## src/rtl/led_share_pkg.sv

```systemverilog
// Shared types and constants for the LED time-share scheduler.
package led_share_pkg;

   localparam int LED_W = 8;
   localparam int NREQ  = 2;

   typedef enum logic [1:0] {
      IDLE = 2'd0,
      G0   = 2'd1,
      G1   = 2'd2
   } state_t;

   function automatic logic [LED_W-1:0] onehot_led(input logic [2:0] pos);
      return LED_W'(1) << pos;
   endfunction

endpackage

```

## src/rtl/led_share_sched_if.sv

```systemverilog
// Requester-side handshake bundle: request levels, patterns and grants.
interface led_share_sched_if;

   logic [led_share_pkg::NREQ-1:0]  req;
   logic [led_share_pkg::LED_W-1:0] pat0;
   logic [led_share_pkg::LED_W-1:0] pat1;
   logic [led_share_pkg::NREQ-1:0]  gnt;

   modport master (output req, output pat0, output pat1, input  gnt);
   modport slave  (input  req, input  pat0, input  pat1, output gnt);

endinterface

```

## src/rtl/led_tick_gen.sv

```systemverilog
// Step prescaler: one-cycle tick every DIV clocks, free-running out of reset.
module led_tick_gen #(
   parameter int DIV = 1200000
) (
   input  logic clk,
   input  logic rstn,
   output logic tick
);

   localparam int            CW   = (DIV > 1) ? $clog2(DIV) : 1;
   localparam logic [CW-1:0] LOAD = CW'(DIV - 1);

   logic [CW-1:0] cnt;

   // Down-counter loaded with DIV-1; terminal count at zero gives the tick.
   always_ff @(posedge clk or negedge rstn) begin
      if (!rstn) begin
         cnt <= LOAD;
      end else if (cnt == '0) begin
         cnt <= LOAD;
      end else begin
         cnt <= cnt - 1'b1;
      end
   end

   assign tick = (cnt == '0);

endmodule

```

## src/rtl/led_share_sched.sv

```systemverilog
// Time-shares the 8 user LEDs between two requesters; bouncing scanner when idle.
//
// state | meaning
// IDLE  | no owner, LEDs show the one-hot scanner
// G0    | requester 0 owns the LEDs (pat0)
// G1    | requester 1 owns the LEDs (pat1)
module led_share_sched
   import led_share_pkg::*;
#(
   parameter int DIV        = 1200000,
   parameter int HOLD_STEPS = 4
) (
   input  logic             clk,
   input  logic             rstn,
   led_share_sched_if.slave bus,
   output logic             LED0,
   output logic             LED1,
   output logic             LED2,
   output logic             LED3,
   output logic             LED4,
   output logic             LED5,
   output logic             LED6,
   output logic             LED7
);

   localparam int            SW         = $clog2(HOLD_STEPS) + 1;
   localparam logic [SW-1:0] SLICE_LAST = SW'(HOLD_STEPS - 1);

   state_t           state;
   state_t           state_nxt;
   logic             tick;
   logic             ptr;
   logic [2:0]       pos;
   logic             dir_dn;
   logic [SW-1:0]    slice;
   logic             slice_end;
   logic [LED_W-1:0] led;
   logic [LED_W-1:0] led_src;

   led_tick_gen #(.DIV(DIV)) u_tick (
      .clk  (clk),
      .rstn (rstn),
      .tick (tick)
   );

   assign slice_end = tick && (slice == SLICE_LAST);

   always_ff @(posedge clk or negedge rstn) begin
      if (!rstn) begin
         state <= IDLE;
      end else begin
         state <= state_nxt;
      end
   end

   always_comb begin
      state_nxt = state;
      bus.gnt   = '0;
      led_src   = onehot_led(pos);
      case (state)
         IDLE: begin
            case (bus.req)
               2'b01:   state_nxt = G0;
               2'b10:   state_nxt = G1;
               2'b11:   state_nxt = ptr ? G0 : G1;
               default: state_nxt = IDLE;
            endcase
         end
         G0: begin
            bus.gnt = 2'b01;
            led_src = bus.pat0;
            if (!bus.req[0]) begin
               state_nxt = bus.req[1] ? G1 : IDLE;
            end else if (bus.req[1] && slice_end) begin
               state_nxt = G1;
            end
         end
         G1: begin
            bus.gnt = 2'b10;
            led_src = bus.pat1;
            if (!bus.req[1]) begin
               state_nxt = bus.req[0] ? G0 : IDLE;
            end else if (bus.req[0] && slice_end) begin
               state_nxt = G0;
            end
         end
         default: state_nxt = IDLE;
      endcase
   end

   // Pointer holds the most recent owner so a tie from IDLE goes to the other one.
   always_ff @(posedge clk or negedge rstn) begin
      if (!rstn) begin
         ptr <= 1'b1;
      end else if (state_nxt != state) begin
         if (state_nxt == G0) begin
            ptr <= 1'b0;
         end else if (state_nxt == G1) begin
            ptr <= 1'b1;
         end
      end
   end

   always_ff @(posedge clk or negedge rstn) begin
      if (!rstn) begin
         slice <= '0;
      end else if (state_nxt != state) begin
         slice <= '0;
      end else if ((state != IDLE) && tick && (slice != SLICE_LAST)) begin
         slice <= slice + 1'b1;
      end
   end

   // Scanner only advances in IDLE, so it resumes where it froze.
   always_ff @(posedge clk or negedge rstn) begin
      if (!rstn) begin
         pos    <= 3'd0;
         dir_dn <= 1'b0;
      end else if ((state == IDLE) && tick) begin
         if (!dir_dn) begin
            if (pos == 3'd7) begin
               pos    <= 3'd6;
               dir_dn <= 1'b1;
            end else begin
               pos <= pos + 3'd1;
            end
         end else begin
            if (pos == 3'd0) begin
               pos    <= 3'd1;
               dir_dn <= 1'b0;
            end else begin
               pos <= pos - 3'd1;
            end
         end
      end
   end

   always_ff @(posedge clk or negedge rstn) begin
      if (!rstn) begin
         led <= '0;
      end else begin
         led <= led_src;
      end
   end

   assign {LED7, LED6, LED5, LED4, LED3, LED2, LED1, LED0} = led;

endmodule
```

## src/flat_wrapper.sv

```systemverilog
// flat-port wrapper written by rule: the top's interface ports become plain ports
module led_share_sched_flat import led_share_pkg::*;
#(
   parameter int DIV        = 1200000,
   parameter int HOLD_STEPS = 4
)
  (clk, rstn, LED0, LED1, LED2, LED3, LED4, LED5, LED6, LED7, bus_req, bus_pat0, bus_pat1, bus_gnt);
  led_share_sched_if bus_i ();
  input  logic clk;
  input  logic rstn;
  output logic LED0;
  output logic LED1;
  output logic LED2;
  output logic LED3;
  output logic LED4;
  output logic LED5;
  output logic LED6;
  output logic LED7;
  input wire logic [$bits(bus_i.req)-1:0] bus_req;
  input wire logic [$bits(bus_i.pat0)-1:0] bus_pat0;
  input wire logic [$bits(bus_i.pat1)-1:0] bus_pat1;
  output wire logic [$bits(bus_i.gnt)-1:0] bus_gnt;
  assign bus_i.req = bus_req;
  assign bus_i.pat0 = bus_pat0;
  assign bus_i.pat1 = bus_pat1;
  assign bus_gnt = bus_i.gnt;
  led_share_sched #(.DIV(DIV), .HOLD_STEPS(HOLD_STEPS)) u_core (.clk(clk), .rstn(rstn), .bus(bus_i), .LED0(LED0), .LED1(LED1), .LED2(LED2), .LED3(LED3), .LED4(LED4), .LED5(LED5), .LED6(LED6), .LED7(LED7));
endmodule
```

## config.mk

```make
export PLATFORM = sky130hd
export DESIGN_NAME = led_share_sched_flat
export DESIGN_NICKNAME = d
export VERILOG_FILES = /design/src/rtl/led_share_pkg.sv /design/src/rtl/led_share_sched_if.sv /design/src/rtl/led_tick_gen.sv /design/src/rtl/led_share_sched.sv /design/src/flat_wrapper.sv
export SDC_FILE = /design/constraint.sdc
export NUM_CORES = 1
export LEC_CHECK = 0
export BUFFER_PORTS_ARGS = -buffer_cell sky130_fd_sc_hd__clkbuf_2
export CAP_MARGIN = 0
export CORE_MARGIN = 1.5
export CORE_UTILIZATION = 40
export DETAILED_ROUTE_END_ITERATION = 6
export GPL_TIMING_DRIVEN = 0
export PLACE_DENSITY = 0.6
export SLEW_MARGIN = 20
export SYNTH_ARGS = -nofsm -noshare
export SYNTH_HDL_FRONTEND = slang
export SYNTH_SLANG_ARGS = --single-unit
export TNS_END_PERCENT = 20
```

## constraint.sdc

```tcl
create_clock -name clk -period 2.3 [get_ports clk]
set_input_delay 0.115 -clock clk [delete_from_list [all_inputs] [get_ports clk]]
set_output_delay 0.115 -clock clk [all_outputs]
set_load 0.1 [all_outputs]
```

==> results.sh <==
export IMPL_cts_buffers=5
export IMPL_antenna_cells=0
export IMPL_vias=1707
export IMPL_synth_avg_cell_area_um2=9.971
export IMPL_drc_errors=0
export IMPL_synth_area_um2=2263
export IMPL_endpoint_kind="flop"
export IMPL_crit_fanout=5
export IMPL_clock_skew_ps=4.139
export IMPL_gp_congestion=0.8080
export IMPL_slew_viol_final=0
export IMPL_holdWs_ps=-70.13
export IMPL_async_reset_ff_frac=1.000
export IMPL_fp_dieArea_um2=6119
export IMPL_core_area_um2=5473
export IMPL_cts_root_buf="clkbuf_8"
export IMPL_synth_fp_nets=264
export IMPL_finalPower_mw=2.552
export IMPL_routedWlPerCell_um=13.54
export IMPL_htreeDepth=2
export IMPL_drt_pre_antenna_iters=4
export IMPL_yosysWarningCount=0
export IMPL_grtUsageMet1=0.2158
export IMPL_dr_first_iter_drc_count=82
export IMPL_final_cell_mix="nand2_1 (29), clkbuf_2 (28), dfrtp_1 (23)"
export IMPL_postRouteAntennaNets=0
export IMPL_post_dp_hpwl_mm=3.301
export IMPL_power_leakage_nw=1.220
export IMPL_finalSetupTns_ps=-804.7
export IMPL_seq_area_frac_synth=0.4395
export IMPL_ioPinCount=30
export IMPL_fp_row_count=27
export IMPL_maxSlewHeadroom=0.4226
export IMPL_tightestPinTransition_ps=866.1
export IMPL_finalWirelength_mm=4.549
export IMPL_max_freq_mhz=392.5
export IMPL_grtUsageTotal=0.1642
export IMPL_fin_ws_ps=-247.6
export IMPL_min_period_ps=2548
export IMPL_die_w_um=78.23
export IMPL_gr_total_overflow=0
export IMPL_ys_types=41
export IMPL_setup_worst_path_class="reg2reg"
export IMPL_utilization=0.4824
export IMPL_nNetsFinal=300
export IMPL_cts_sinks=39
export IMPL_hp_class="in2async"
export IMPL_postSynthCellCount=227
export IMPL_setup_viol=4
export IMPL_synth_flop_cell="dfrtp_1"
export IMPL_power_density_nw_per_um2=966.7
export IMPL_synth_seq_cells=39
export IMPL_rsz0062_at_grt="yes"
export IMPL_layout_drive_gt1_share=0.2652
export IMPL_cts_buffer_depth=2
export IMPL_grt_pass1_wl_mm=7.741
export IMPL_synth_edff_count=0
export IMPL_layout_commonest_cell="nand2_1"
export IMPL_viasPerCell=5.080
export IMPL_busiest_layer="met2"
export IMPL_cts_tree="built"
export IMPL_required_ps=2530
export IMPL_ir_drop_mv=0.8133
export IMPL_fin_crit_sh=1.108
export IMPL_areaGrowthSynthToFinish_pct=16.64
export IMPL_grt_pass1_vias=1636
export IMPL_initial_core_util=0.4136
export IMPL_clkTransAtPathRegs_ps=70
export IMPL_port_buffer_count=29
export IMPL_startpoint_type="flop"
export IMPL_die_h_um=78.23
export IMPL_worst_skew_pair_late_latency_ps=290
export IMPL_antenna_found_initial=0
export IMPL_failed_checks="hold timing, setup timing"
export IMPL_hold_viol=24
export IMPL_grt_max_degree=40
export IMPL_status="finished, violations left"
export IMPL_arrival_ps=2770
export IMPL_cap_violations=0
export IMPL_grt_util_met2=0.2643
export IMPL_use_met3=0.03837
what timing repair did:
action,CTS,global route
pin swaps,1,0
hold endpoints to repair,0,0
gates resized for setup,5,1
setup buffers,0,0
hold buffers,0,0
setup endpoints to repair,4,9
stage by stage:
stage	std cells	hold WS [ps]	worst slack, ps	instance area, um^2
after floorplan	227	-180.6	-134.3	2302
after global placement	328	322.7	-344.9	2537
after detailed placement	328	329.2	-325.7	2537
after CTS	336	12.51	-250.4	2634
after global routing	336	26.85	-411.5	2640
final	336	-70.13	-247.6	2640
power by group:
group	switching [mW]	total (mW)	internal, mW
clock network	0.240	0.453	0.213
logic	0.910	1.28	0.370
registers	0.0479	0.818	0.770
total	1.20	2.55	1.35
cell usage after synthesis (2+ instances only):
master,count,share of area
xor2_1,7,0.027
a22o_1,9,0.035
a31oi_1,2,0.0055
a22oi_1,4,0.013
clkbuf_1,5,0.0083
and3_1,3,0.0083
or4_1,2,0.0066
xnor2_1,10,0.039
nand2_1,29,0.048
nand3b_1,3,0.0099
nor2_1,21,0.035
nor4_4,2,0.019
nand2b_1,2,0.0055
o21ai_0,11,0.024
mux2i_1,4,0.018
inv_1,12,0.020
dfstp_2,15,0.17
nor4_1,5,0.014
ha_1,17,0.094
a21oi_1,5,0.011
nor2b_1,4,0.011
dfrtp_1,24,0.27
nor3_1,5,0.011
nand3_1,8,0.018
nor3b_1,2,0.0066
sequential cells by signal, indices dropped and copies added (netlist names):
name / flops
u_core.led: 8
u_core.dir_dn: 1
u_core.pos: 3
u_core.state: 2
u_core.ptr: 1
u_core.u_tick.cnt: 21
u_core.slice: 3
routing by layer:
layer | vias up | part of all wire
met4 | 0 | 0.013
met2 | 21 | 0.49
met1 | 818 | 0.47
li1 | 862 | -
met3 | 6 | 0.031
met5 | - | 0
worst paths after layout:
kind / slack [ps] / to / startpoint / depth (start not counted)
max: -250 / u_core.ptr$_DFFE_PN1P_ / u_core.u_tick.cnt[0]$_DFF_PN1_ / 9
min: -70 / u_core.led[4]$_DFF_PN0_ / rstn / 1
max reg2reg: -250 / u_core.ptr$_DFFE_PN1P_ / u_core.u_tick.cnt[0]$_DFF_PN1_ / 9
min reg2reg: 470 / u_core.u_tick.cnt[0]$_DFF_PN1_ / u_core.u_tick.cnt[0]$_DFF_PN1_ / 1
max in group asynchronous: 1770 / u_core.state[0]$_DFF_PN0_ / rstn / 1
min in group clk: 140 / u_core.led[0]$_DFF_PN0_ / bus_pat0[0] / 3
layout make-up:
cell class	count	area [um^2]
buffer	6	42.54
clock buffer	7	76.32
clock inverter	1	5.005
fill	550	2833
inverter	12	45.04
multi-input combinational	170	1240
sequential	39	996.0
tap	72	90.09
timing repair buffer	29	145.1
cells by family (layout without fill, tap and decap cells):
family	Yosys count	in the layout	share of synthesized area
compound gates	38	38	0.1183
xor+xnor	18	18	0.07297
fa+ha+maj	17	17	0.09397
buf+inv	18	55	0.03427
flops	39	39	0.4395
mux	5	5	0.02266
simple gates	92	92	0.2183
critical path, cell delays in order, from the launching register on:
cell	delay [ps]
dfstp_2	390
inv_2	60
ha_1	150
nor4b_4	310
nand4b_4	180
or4_1	430
a211o_1	340
ha_1	310
o21bai_1	170
mux2i_1	150
No activity file was read; power rests on OpenSTA's default activity.
